--- config.mk ---
export PLATFORM = sky130hd
export DESIGN_NAME = mem_stage_lsu
export DESIGN_NICKNAME = d
export VERILOG_FILES = /design/src/rtl/mem_stage_lsu_pkg.sv /design/src/rtl/load_formatter.sv /design/src/rtl/mem_stage_lsu.sv
export SDC_FILE = /design/constraint.sdc
export NUM_CORES = 1
export LEC_CHECK = 0
export CAP_MARGIN = 25
export CORE_ASPECT_RATIO = 2
export CORE_MARGIN = 1
export CORE_UTILIZATION = 39
export CTS_CLUSTER_SIZE = 28
export DETAILED_ROUTE_END_ITERATION = 8
export PLACE_DENSITY_LB_ADDON = 0.3
export SLEW_MARGIN = 10
export SYNTH_ARGS = -nofsm -noshare
export SYNTH_HDL_FRONTEND = slang
export SYNTH_SLANG_ARGS = --single-unit
--- constraint.sdc ---
create_clock -name clk -period 3.55 [get_ports clk]
set_clock_uncertainty 0.2 [all_clocks]
set_input_delay 0.71 -clock clk [delete_from_list [all_inputs] [get_ports clk]]
set_output_delay 0.71 -clock clk [all_outputs]
set_load 0.03 [all_outputs]
--- src/rtl/mem_stage_lsu_pkg.sv ---
// lsu_defs: shared funct3 codes, FSM state encoding and access-size helpers for the MEM-stage LSU.
package lsu_defs;

    localparam logic [2:0] F3_LB  = 3'b000;
    localparam logic [2:0] F3_LH  = 3'b001;
    localparam logic [2:0] F3_LW  = 3'b010;
    localparam logic [2:0] F3_LBU = 3'b100;
    localparam logic [2:0] F3_LHU = 3'b101;
    localparam logic [2:0] F3_SB  = 3'b000;
    localparam logic [2:0] F3_SH  = 3'b001;
    localparam logic [2:0] F3_SW  = 3'b010;

    typedef enum logic [1:0] {S_IDLE = 2'd0, S_REQ = 2'd1, S_DONE = 2'd2} lsu_state_t;
    typedef enum logic [1:0] {SZ_BYTE = 2'd0, SZ_HALF = 2'd1, SZ_WORD = 2'd2} lsu_size_t;

    // Undefined width codes fall through to a word access.
    function automatic lsu_size_t access_size(input logic [2:0] f3);
        return (f3 == F3_LB || f3 == F3_LBU) ? SZ_BYTE :
               (f3 == F3_LH || f3 == F3_LHU) ? SZ_HALF : SZ_WORD;
    endfunction

    function automatic logic is_misaligned(input lsu_size_t sz, input logic [1:0] off);
        return (sz == SZ_HALF && off[0]) || (sz == SZ_WORD && off != 2'b00);
    endfunction

    function automatic logic [1:0] align_offset(input lsu_size_t sz, input logic [1:0] off);
        return (sz == SZ_HALF) ? {off[1], 1'b0} : (sz == SZ_WORD) ? 2'b00 : off;
    endfunction

endpackage

--- src/rtl/load_formatter.sv ---
// load_formatter: selects the addressed byte/half of a read word and sign- or zero-extends it.
module load_formatter
    import lsu_defs::*;
(
    input  logic [2:0]  funct3,
    input  logic [1:0]  offset,
    input  logic [31:0] rdata,
    output logic [31:0] data
);
    lsu_size_t   sz;
    logic [7:0]  b;
    logic [15:0] h;
    logic        sext;

    always_comb begin
        sz   = access_size(funct3);
        b    = rdata[{offset, 3'b000} +: 8];
        h    = offset[1] ? rdata[31:16] : rdata[15:0];
        sext = ~funct3[2];
        data = (sz == SZ_BYTE) ? {{24{b[7] & sext}}, b} :
               (sz == SZ_HALF) ? {{16{h[15] & sext}}, h} : rdata;
    end
endmodule

--- src/rtl/mem_stage_lsu.sv ---
// mem_stage_lsu: MEM-stage load/store unit with a single req/ack data-memory transaction and pipeline stall.
// MISALIGN_TRAP_EN: when defined, misaligned accesses are flagged and dropped instead of aligned down.
module mem_stage_lsu
    import lsu_defs::*;
(
    input  logic        clk,
    input  logic        rst,
    input  logic        ex_mem_load,
    input  logic        ex_mem_store,
    input  logic [2:0]  ex_mem_funct3,
    input  logic [31:0] ex_mem_addr,
    input  logic [31:0] ex_mem_store_data,
    output logic        dmem_req,
    output logic        dmem_we,
    output logic [31:0] dmem_addr,
    output logic [31:0] dmem_wdata,
    output logic [3:0]  dmem_be,
    input  logic        dmem_ack,
    input  logic [31:0] dmem_rdata,
    output logic [31:0] mem_read_data,
    output logic        lsu_stall,
    output logic        misalign
);
    lsu_state_t  state, state_nx;
    lsu_size_t   sz;
    logic        access, trap, issue;
    logic [1:0]  off;
    logic [3:0]  be_nx;
    logic [31:0] wdata_nx, fmt_data;

    always_comb begin
        access = ex_mem_load | ex_mem_store;
        sz     = access_size(ex_mem_funct3);
`ifdef MISALIGN_TRAP_EN
        trap   = access & is_misaligned(sz, ex_mem_addr[1:0]);
        off    = ex_mem_addr[1:0];
`else
        trap   = 1'b0;
        off    = align_offset(sz, ex_mem_addr[1:0]);
`endif
        issue    = (state == S_IDLE) & access & ~trap;
        be_nx    = (sz == SZ_BYTE) ? 4'b0001 << off :
                   (sz == SZ_HALF) ? (off[1] ? 4'b1100 : 4'b0011) : 4'b1111;
        wdata_nx = (sz == SZ_BYTE) ? {4{ex_mem_store_data[7:0]}} :
                   (sz == SZ_HALF) ? {2{ex_mem_store_data[15:0]}} : ex_mem_store_data;
        state_nx = issue ? S_REQ :
                   (state == S_REQ) ? (dmem_ack ? S_DONE : S_REQ) : S_IDLE;
        // Gated by rst so the pipeline is released the instant reset hits.
        lsu_stall = ~rst & (issue | (state == S_REQ));
        misalign  = ~rst & (state == S_IDLE) & trap;
    end

    load_formatter u_fmt (
        .funct3 (ex_mem_funct3),
        .offset (off),
        .rdata  (dmem_rdata),
        .data   (fmt_data)
    );

    always_ff @(posedge clk or posedge rst) begin
        if (rst) begin
            state         <= S_IDLE;
            dmem_req      <= 1'b0;
            dmem_we       <= 1'b0;
            dmem_addr     <= '0;
            dmem_wdata    <= '0;
            dmem_be       <= '0;
            mem_read_data <= '0;
        end else begin
            state <= state_nx;
            if (issue) begin
                dmem_req   <= 1'b1;
                dmem_we    <= ex_mem_store;
                dmem_addr  <= {ex_mem_addr[31:2], 2'b00};
                dmem_be    <= ex_mem_store ? be_nx : 4'b0000;
                dmem_wdata <= wdata_nx;
            end else if (state == S_REQ && dmem_ack) begin
                dmem_req <= 1'b0;
                if (ex_mem_load) mem_read_data <= fmt_data;
            end
            if (misalign) mem_read_data <= '0;
        end
    end
endmodule

# Word-level counts from Yosys, hierarchy flattened

Index checks and enable logic that the tools add are counted.
W data, S select, Z words.

Equal/unequal tests: 6
Shift operators: 2
Reduce and logical (&&, ||, !) cells: 8
Mux-type cells: 18
Bitwise gates (word level): 9

Operators with widths:

| cell                  | count |
|---|---|
| $mux W32              | 4 |
| $shiftx A32 B6 Y8     | 1 |
| $mux W16              | 1 |
| $mux W4               | 4 |
| $mux W2               | 7 |
| $eq A3 B3 Y1 const B  | 2 |
| $and A1 B1 Y1         | 4 |
| $eq A2 B1 Y1 const B  | 2 |
| $logic_not A2 Y1      | 2 |
| $shl A1 B2 Y4 const A | 1 |
| $eq A3 B1 Y1 const B  | 1 |
| $logic_not A3 Y1      | 1 |
| $not A1 Y1            | 3 |
| $reduce_and A3 Y1     | 1 |
| $eq A2 B2 Y1 const B  | 1 |
| $logic_or A1 B1 Y1    | 2 |
| $mux W1               | 2 |
| $or A1 B1 Y1          | 2 |
| $reduce_bool A2 Y1    | 1 |
| $logic_and A1 B1 Y1   | 1 |

Input port bits: 104
Logic and storage cells: 50
Output and inout bits: 104
Bits in registers: 102

# Logic depth before layout (Yosys ltp)

Gate-level depths: netlist of run 1.

Depth after elaboration: 11
Gate-level depth with buffers: 6
Mapped depth without buffers: 4

# Hierarchy

A second synthesis of run 1 with hierarchy kept.

Cells, all modules: 444
Area total of the unflattened synthesis: 5266.3 um2

By module, submodules not included:

| module         | times used | sequential area each (um2) | cells each | area an instance (um2) |
|---|---|---|---|---|
| mem_stage_lsu  | 1          | 2552.4                     | 309        | 4249.1 |
| load_formatter | 1          | 0.0                        | 135        | 1017.2 |

# Worst setup path after synthesis of run 1

OpenSTA, ideal clock, no wires.

Path type: input port to output port
Start: in ex_mem_store
End: out lsu_stall
Slack: 0.946 ns
Buffers on the path: 2
Arrival time: 1.694 ns
Stages: 4
Data required time: 2.640 ns
Cell sequence: o21ai_0 buf_2 clkbuf_1 a21oi_1

Cells in the longest elaborated chain, start to end: 4

RTL lines:

| item               | line                | text |
|---|---|---|
| start: declaration | mem_stage_lsu.sv:9  | `input logic ex_mem_store,` |
| $or A1 B1 Y1       | mem_stage_lsu.sv:32 | `access = ex_mem_load \| ex_mem_store;` |
| $and A1 B1 Y1      | mem_stage_lsu.sv:41 | `issue = (state == S_IDLE) & access & ~trap;` |
| $or A1 B1 Y1       | mem_stage_lsu.sv:49 | `lsu_stall = ~rst & (issue \| (state == S_REQ));` |
| $and A1 B1 Y1      | mem_stage_lsu.sv:49 |  |
| end: declaration   | mem_stage_lsu.sv:21 | `output logic lsu_stall,` |

No other way between the ends.

# Final worst setup path of run 1

Same ends and word-level chain as after synthesis.

==> flow_metrics.py, run 1 <==
metrics = {
    "run_status": {
        "status": "finished, final reports clean",
    },
    "placed_design": {
        "numPortBuffers": 204,
        "hpwl_mm": 11.2,
        "gp_congestion": 0.828,
    },
    "route": {
        "ant_nets": 0,
        "dr.pass1.iters": 7,
        "routed_via_density": 5.43,
        "vias": 4391,
        "detail_route.iter0.violations": 202,
        "drc_errors": 0,
        "wirelength_mm": 15.0,
        "wl_per_cell_um": 18.6,
    },
    "sta": {
        "rsz0062_at_grt": "no",
        "worst_slew_pin_slew_ns": 0.919,
        "fin_crit_sh": 0.878,
        "slew_headroom": 0.388,
        "setup_viol": 0,
        "finalMaxSlewViolations": 0,
        "whs_ns": 0.280,
        "finalSetupTns_ns": 0,
        "max_clock_freq_mhz": 321,
        "min_period_ns": 3.12,
        "finalHoldViolations": 0,
    },
    "yosys": {
        "synth_edf_count": 0,
        "synthXorXnorAreaFrac": 0,
        "synth_top_cell_area_share": 0.521,
        "yosysMostFrequentCell": "dfrtp_1",
        "synth_top_family_by_area": "compound AO/OA/AOI/OAI gates",
        "synth_common_cells": "dfrtp_1, o21ai_0, nand2_1, mux2_2, mux2i_1",
        "synth_compound_area_frac": 0.178,
        "postSynthAreaPerCell_um2": 10.6,
        "yosys.area_share.simple": 0.0873,
        "synth_seq_area_share": 0.521,
        "synthCells": 464,
        "synthMuxAreaShare": 0.164,
        "synth_area_leader_cell": "dfrtp_1",
        "syn-cell-area_um2": 4900,
        "synth_fa_ha_area_frac": 0,
        "synth_flop_cell": "dfrtp_1",
        "synth.yosys.warnings": 0,
        "synth-seq-cells": 102,
        "synthTopCellsByArea": "dfrtp_1, mux2_2, mux2i_1",
        "synth.distinct_cells": 36,
        "synthArstFlopShare": 1.00,
    },
    "cells_and_area": {
        "area_delta_synth_final_pct": 50.3,
        "nets": 761,
        "drive_gt1_frac": 0.116,
        "antennaDiodeCount": 0,
    },
    "power": {
        "combinationalPowerShare": 0.544,
        "p_clk_frac": 0.142,
        "seqPwrFrac": 0.313,
        "p_int_mw": 3.79,
        "swShare": 0.424,
        "p_sw_mw": 2.79,
        "power_density_nw_per_um2": 892,
        "peakVddDrop_uv": 523,
        "p_leak_nw": 3.13,
    },
    "clocking": {
        "clock_sink_count": 102,
        "ctsRootBufferMaster": "clkbuf_16",
        "cts_tree": "yes",
        "cts_resized": 0,
        "cts_buffer_depth": 2,
        "htreeDepth": 3,
        "clk_latency_ns": 0.34,
        "cts-hold-fix-buffers": 0,
        "path_clk_slew_ns": 0.07,
        "cts_buffers": 9,
        "postCtsSetupRepairBufs": 0,
    },
    "global_route": {
        "gr-total-overflow": 0,
        "grt_usage": 0.237,
        "grt_pass1_wl_mm": 23.3,
        "grt_max_degree": 103,
        "antenna_found_initial": 0,
        "grt_pass1_vias": 4741,
    },
    "critical_path": {
        "cp-end-kind": "primary output",
        "worstSetupStartpointType": "primary input",
        "crit_slowest_cell": "clkdlybuf4s50_1",
        "critPathMaxFanout": 4,
        "cp_common_cell": "clkdlybuf4s50_1",
        "path_class": "primary input to primary output",
        "crit_required_ns": 2.64,
        "crit_buf_inv": 2,
        "critPathArrivalTime_ns": 2.21,
        "crit_chain": "clkdlybuf4s50_1 > o21ai_4 > a21oi_1 > clkdlybuf4s50_1",
        "cp_top_family": "buffers and inverters",
        "slowest_delay_ns": 0.68,
    },
    "min_path": {
        "hold_path_class": "register to register",
    },
    "floorplanning": {
        "die_h_um": 161,
        "fp.dieW_um": 81.3,
        "io_pins": 208,
        "initial_core_util": 0.402,
        "core_area_um2": 12200,
        "rows": 57,
        "fp.dieArea_um2": 13000,
    },
    "flow_run": {
        "drv_cap": 0,
    },
}
## routing by layer
metal | vias up | track usage | share of wire
li1 | 2037 | - | -
met1 | 2102 | 0.234 | 0.34
met2 | 220 | 0.428 | 0.54
met3 | 32 | 0.0710 | 0.080
met4 | 0 | 0.121 | 0.039
met5 | - | 0 | 0
## cells by family (layout without fill, tap and decap cells)
group / Yosys count / in the layout
other: 1 / 3
AOI/OAI and AO/OA: 138 / 138
and+or+nand+nor: 95 / 95
DFF: 102 / 102
buffers and inverters: 53 / 248
muxes: 75 / 75
## power by group through the flow
stage	Combinational, mW	Sequential (mW)	Clock [mW]
after floorplan	0.933	3.17	0
after global placement	3.55	2.04	0
after detailed placement	3.60	2.08	0
after CTS	3.61	2.06	0.961
after global routing	3.80	2.13	1.01
final	3.58	2.06	0.935
## cell type report
cell class | count | area (um2)
timing repair buffer | 220 | 2170
multi-input combinational | 311 | 2130
clock inverter | 6 | 56.3
tap | 147 | 184
sequential | 102 | 2550
inverter | 13 | 52.6
fill | 1007 | 4830
clock buffer | 9 | 225
## state kept, by name, indices dropped and copies added, names as in the netlist
name	count
dmem_wdata	32
mem_read_data	32
dmem_addr	30
dmem_be	4
state	2
dmem_req	1
dmem_we	1
## cells in the final DEF (no fill, tap or decap), types with 4 or more instances in the layout
cell type	instances
a21oi_1	27
o21bai_1	4
a211oi_1	7
buf_4	15
nor2b_1	4
nand2_1	44
o22ai_1	23
mux2i_1	36
nor2_1	32
a221o_1	7
inv_1	12
o2bb2ai_1	7
clkdlybuf4s50_1	203
o21ai_0	47
o31a_1	4
mux2_2	38
dfrtp_1	102
nand2b_1	5
clkbuf_16	9
## final timing paths
path | slack (ns) | from | cells after the start | to
setup / recovery | 0.43 | ex_mem_store | 4 | lsu_stall
hold / removal | 0.28 | dmem_wdata[31] | 2 | dmem_wdata[31]
setup reg to reg | 1.45 | state[0] | 4 | dmem_addr[7]
hold reg to reg | 0.28 | dmem_wdata[31] | 2 | dmem_wdata[31]
max in group asynchronous | 2.00 | rst | 3 | mem_read_data[1]
min in group asynchronous | 0.68 | rst | 3 | dmem_we
## worst min-delay path: stages (launching register included)
cell and delay (ns):
dfrtp_1 0.34, nand2_1 0.04, o21ai_0 0.06
## stage by stage
step / std cells / power, mW / worst slack (ns) / utilization / cell area (um2)
global route: 808 / 6.93 / 0.351 / 0.604 / 7370
finish: 808 / 6.57 / 0.433 / 0.604 / 7370
global placement: 793 / 5.59 / 0.453 / 0.581 / 7090
detailed placement: 793 / 5.68 / 0.433 / 0.581 / 7090
CTS: 808 / 6.64 / 0.422 / 0.604 / 7370
floorplan: 466 / 4.10 / 0.946 / - / 4910
(Power assumes the default switching activity.)
==> inputs of run 2 (changes only) <==
--- a/config.mk
+++ b/config.mk
@@ -12,6 +12,7 @@
 export CTS_CLUSTER_SIZE = 28
 export DETAILED_ROUTE_END_ITERATION = 8
 export PLACE_DENSITY_LB_ADDON = 0.3
+export SKIP_CTS_REPAIR_TIMING = 1
 export SLEW_MARGIN = 10
 export SYNTH_ARGS = -nofsm -noshare
 export SYNTH_HDL_FRONTEND = slang
==> constraint.sdc (replaced) <==
create_clock -name clk -period 3.55 [get_ports clk]
set_clock_uncertainty 0.2 [all_clocks]
set_input_delay 0.5325 -clock clk [delete_from_list [all_inputs] [get_ports clk]]
set_output_delay 0.5325 -clock clk [all_outputs]
set_load 0.03 [all_outputs]
==> run 2 against run 1 <==
Clock-buffer cell count increased by 1; wire length grew 5.0%; critical path depth is the same; flip-flop and latch count is the same; critical endpoint unchanged; largest power group unchanged.
==> flow_metrics.py, run 2 (same netlist as run 1, synthesis figures left out) <==
metrics = {
    "power": {
        "p_int_mw": 3.88,
        "p_clk_frac": 0.157,
        "p_sw_mw": 2.82,
        "combinationalPowerShare": 0.535,
        "peakVddDrop_uv": 530,
        "seqPwrFrac": 0.309,
        "power_density_nw_per_um2": 908,
        "p_leak_nw": 3.14,
        "swShare": 0.421,
    },
    "sta": {
        "rsz0062_at_grt": "no",
        "finalHoldViolations": 0,
        "finalMaxSlewViolations": 0,
        "min_period_ns": 2.81,
        "worst_slew_pin_slew_ns": 0.919,
        "fin_ws_ns": 0.735,
        "finalSetupTns_ns": 0,
        "max_clock_freq_mhz": 355,
        "slew_headroom": 0.387,
        "setup_viol": 0,
        "fin_crit_sh": 0.793,
    },
    "floorplanning": {
        "core_area_um2": 12200,
        "die_h_um": 161,
        "fp.dieArea_um2": 13000,
        "fp.dieW_um": 81.3,
        "rows": 57,
        "io_pins": 208,
        "initial_core_util": 0.402,
    },
    "clocking": {
        "cts_buffers": 9,
        "htreeDepth": 3,
        "cts_buffer_depth": 2,
        "clk_latency_ns": 0.34,
        "ctsRootBufferMaster": "clkbuf_16",
        "cts_tree": "yes",
        "path_clk_slew_ns": 0.07,
        "clock_sink_count": 102,
    },
    "cells_and_area": {
        "antennaDiodeCount": 0,
        "final_cell_mix": "clkdlybuf4s50_1, dfrtp_1, o21ai_0",
        "utilization": 0.605,
        "fillCellCount": 1018,
        "drive_gt1_frac": 0.114,
        "instances_no_fill": 806,
        "nets": 758,
        "largest_registers": "dmem_wdata x32, mem_read_data x32, dmem_addr x30",
        "layout_commonest_cell": "clkdlybuf4s50_1",
        "area_delta_synth_final_pct": 50.5,
    },
    "run_status": {
        "status": "finished, final reports clean",
    },
    "global_route": {
        "grt_max_degree": 93,
        "gr-total-overflow": 0,
        "grt_pass1_wl_mm": 24.2,
        "grt_pass1_vias": 4656,
        "grt_usage": 0.250,
        "antenna_found_initial": 0,
    },
    "placed_design": {
        "hpwl_mm": 11.7,
        "post-place-ws_ns": 0.534,
        "numPortBuffers": 204,
        "dp_cells": 790,
        "gp_congestion": 0.933,
    },
    "route": {
        "wl_per_cell_um": 19.6,
        "routed_via_density": 5.53,
        "vias": 4457,
        "detail_route.iter0.violations": 166,
        "wirelength_mm": 15.8,
        "drc_errors": 0,
        "ant_nets": 0,
        "dr.pass1.iters": 5,
    },
    "critical_path": {
        "critPathArrivalTime_ns": 2.08,
        "crit_required_ns": 2.82,
        "cp-end-kind": "primary output",
        "critPathMaxFanout": 5,
        "worstSetupStartpointType": "register",
        "r2r-start": "state[0]",
        "path_class": "register to primary output",
        "startpoint": "state[0]",
    },
    "min_path": {
        "worstHoldStart": "mem_read_data[2]",
        "hold_path_class": "register to register",
    },
    "flow_run": {
        "drv_cap": 0,
    },
}
## run 2: cell types whose count changed in the layout (fill, tap and decap cells not counted), sizes merged
| cell | delta |
|---|---|
| clkbuf | +1 |
| clkinvlp | -2 |
| inv | +4 |
| clkinv | -3 |
| bufinv | +1 |
| buf | -3 |
## run 2: worst max-delay path: stages, from the launching register on
cell,delay (ns)
dfrtp_1,0.41
nor2_1,0.40
o21ai_4,0.10
a21oi_1,0.15
clkdlybuf4s50_1,0.69
## run 2: area by class of cell
cell class                      instances  area, um2  area share
Sequential cell                       102       2550       0.346
Inverter                               13       51.3     0.00695
Tap cell                              147        184      0.0249
Clock inverter                          6       73.8      0.0100
Clock buffer                           10        239      0.0324
Timing Repair Buffer                  217       2150       0.291
Multi-Input combinational cell        311       2130       0.289
## run 2: per-stage QoR
stage / hold WS, ns / total power [mW] / instance area (um2)
global placement: 0.263 / 5.61 / 7060
detailed placement: 0.270 / 5.68 / 7060
global route: 0.303 / 7.03 / 7380
floorplan: 0.357 / 4.10 / 4910
CTS: 0.286 / 6.75 / 7380
finish: 0.282 / 6.70 / 7380
## run 2: final timing paths
kind / endpoint / slack, ns / cells after the start
max: lsu_stall / 0.74 / 4
min: mem_read_data[2] / 0.28 / 2
max reg2reg: dmem_addr[16] / 1.43 / 4
min reg2reg: mem_read_data[2] / 0.28 / 2
max in group asynchronous: dmem_addr[16] / 1.91 / 3
min in group asynchronous: dmem_wdata[25] / 0.51 / 2
## run 2: routing by layer
metal  wire [um]  global-route usage  vias up
li1            -                   -     2031
met1        5420               0.260     2120
met2        8420               0.439      263
met3        1350              0.0744       43
met4         607               0.120        0
met5           0                   0        -
## run 2: power groups by stage
stage	Combinational, mW	Clock (mW)	Sequential, mW
CTS	3.61	1.07	2.07
global route	3.79	1.11	2.13
finish	3.58	1.05	2.07
floorplan	0.933	0	3.17
global placement	3.55	0	2.06
detailed placement	3.60	0	2.09
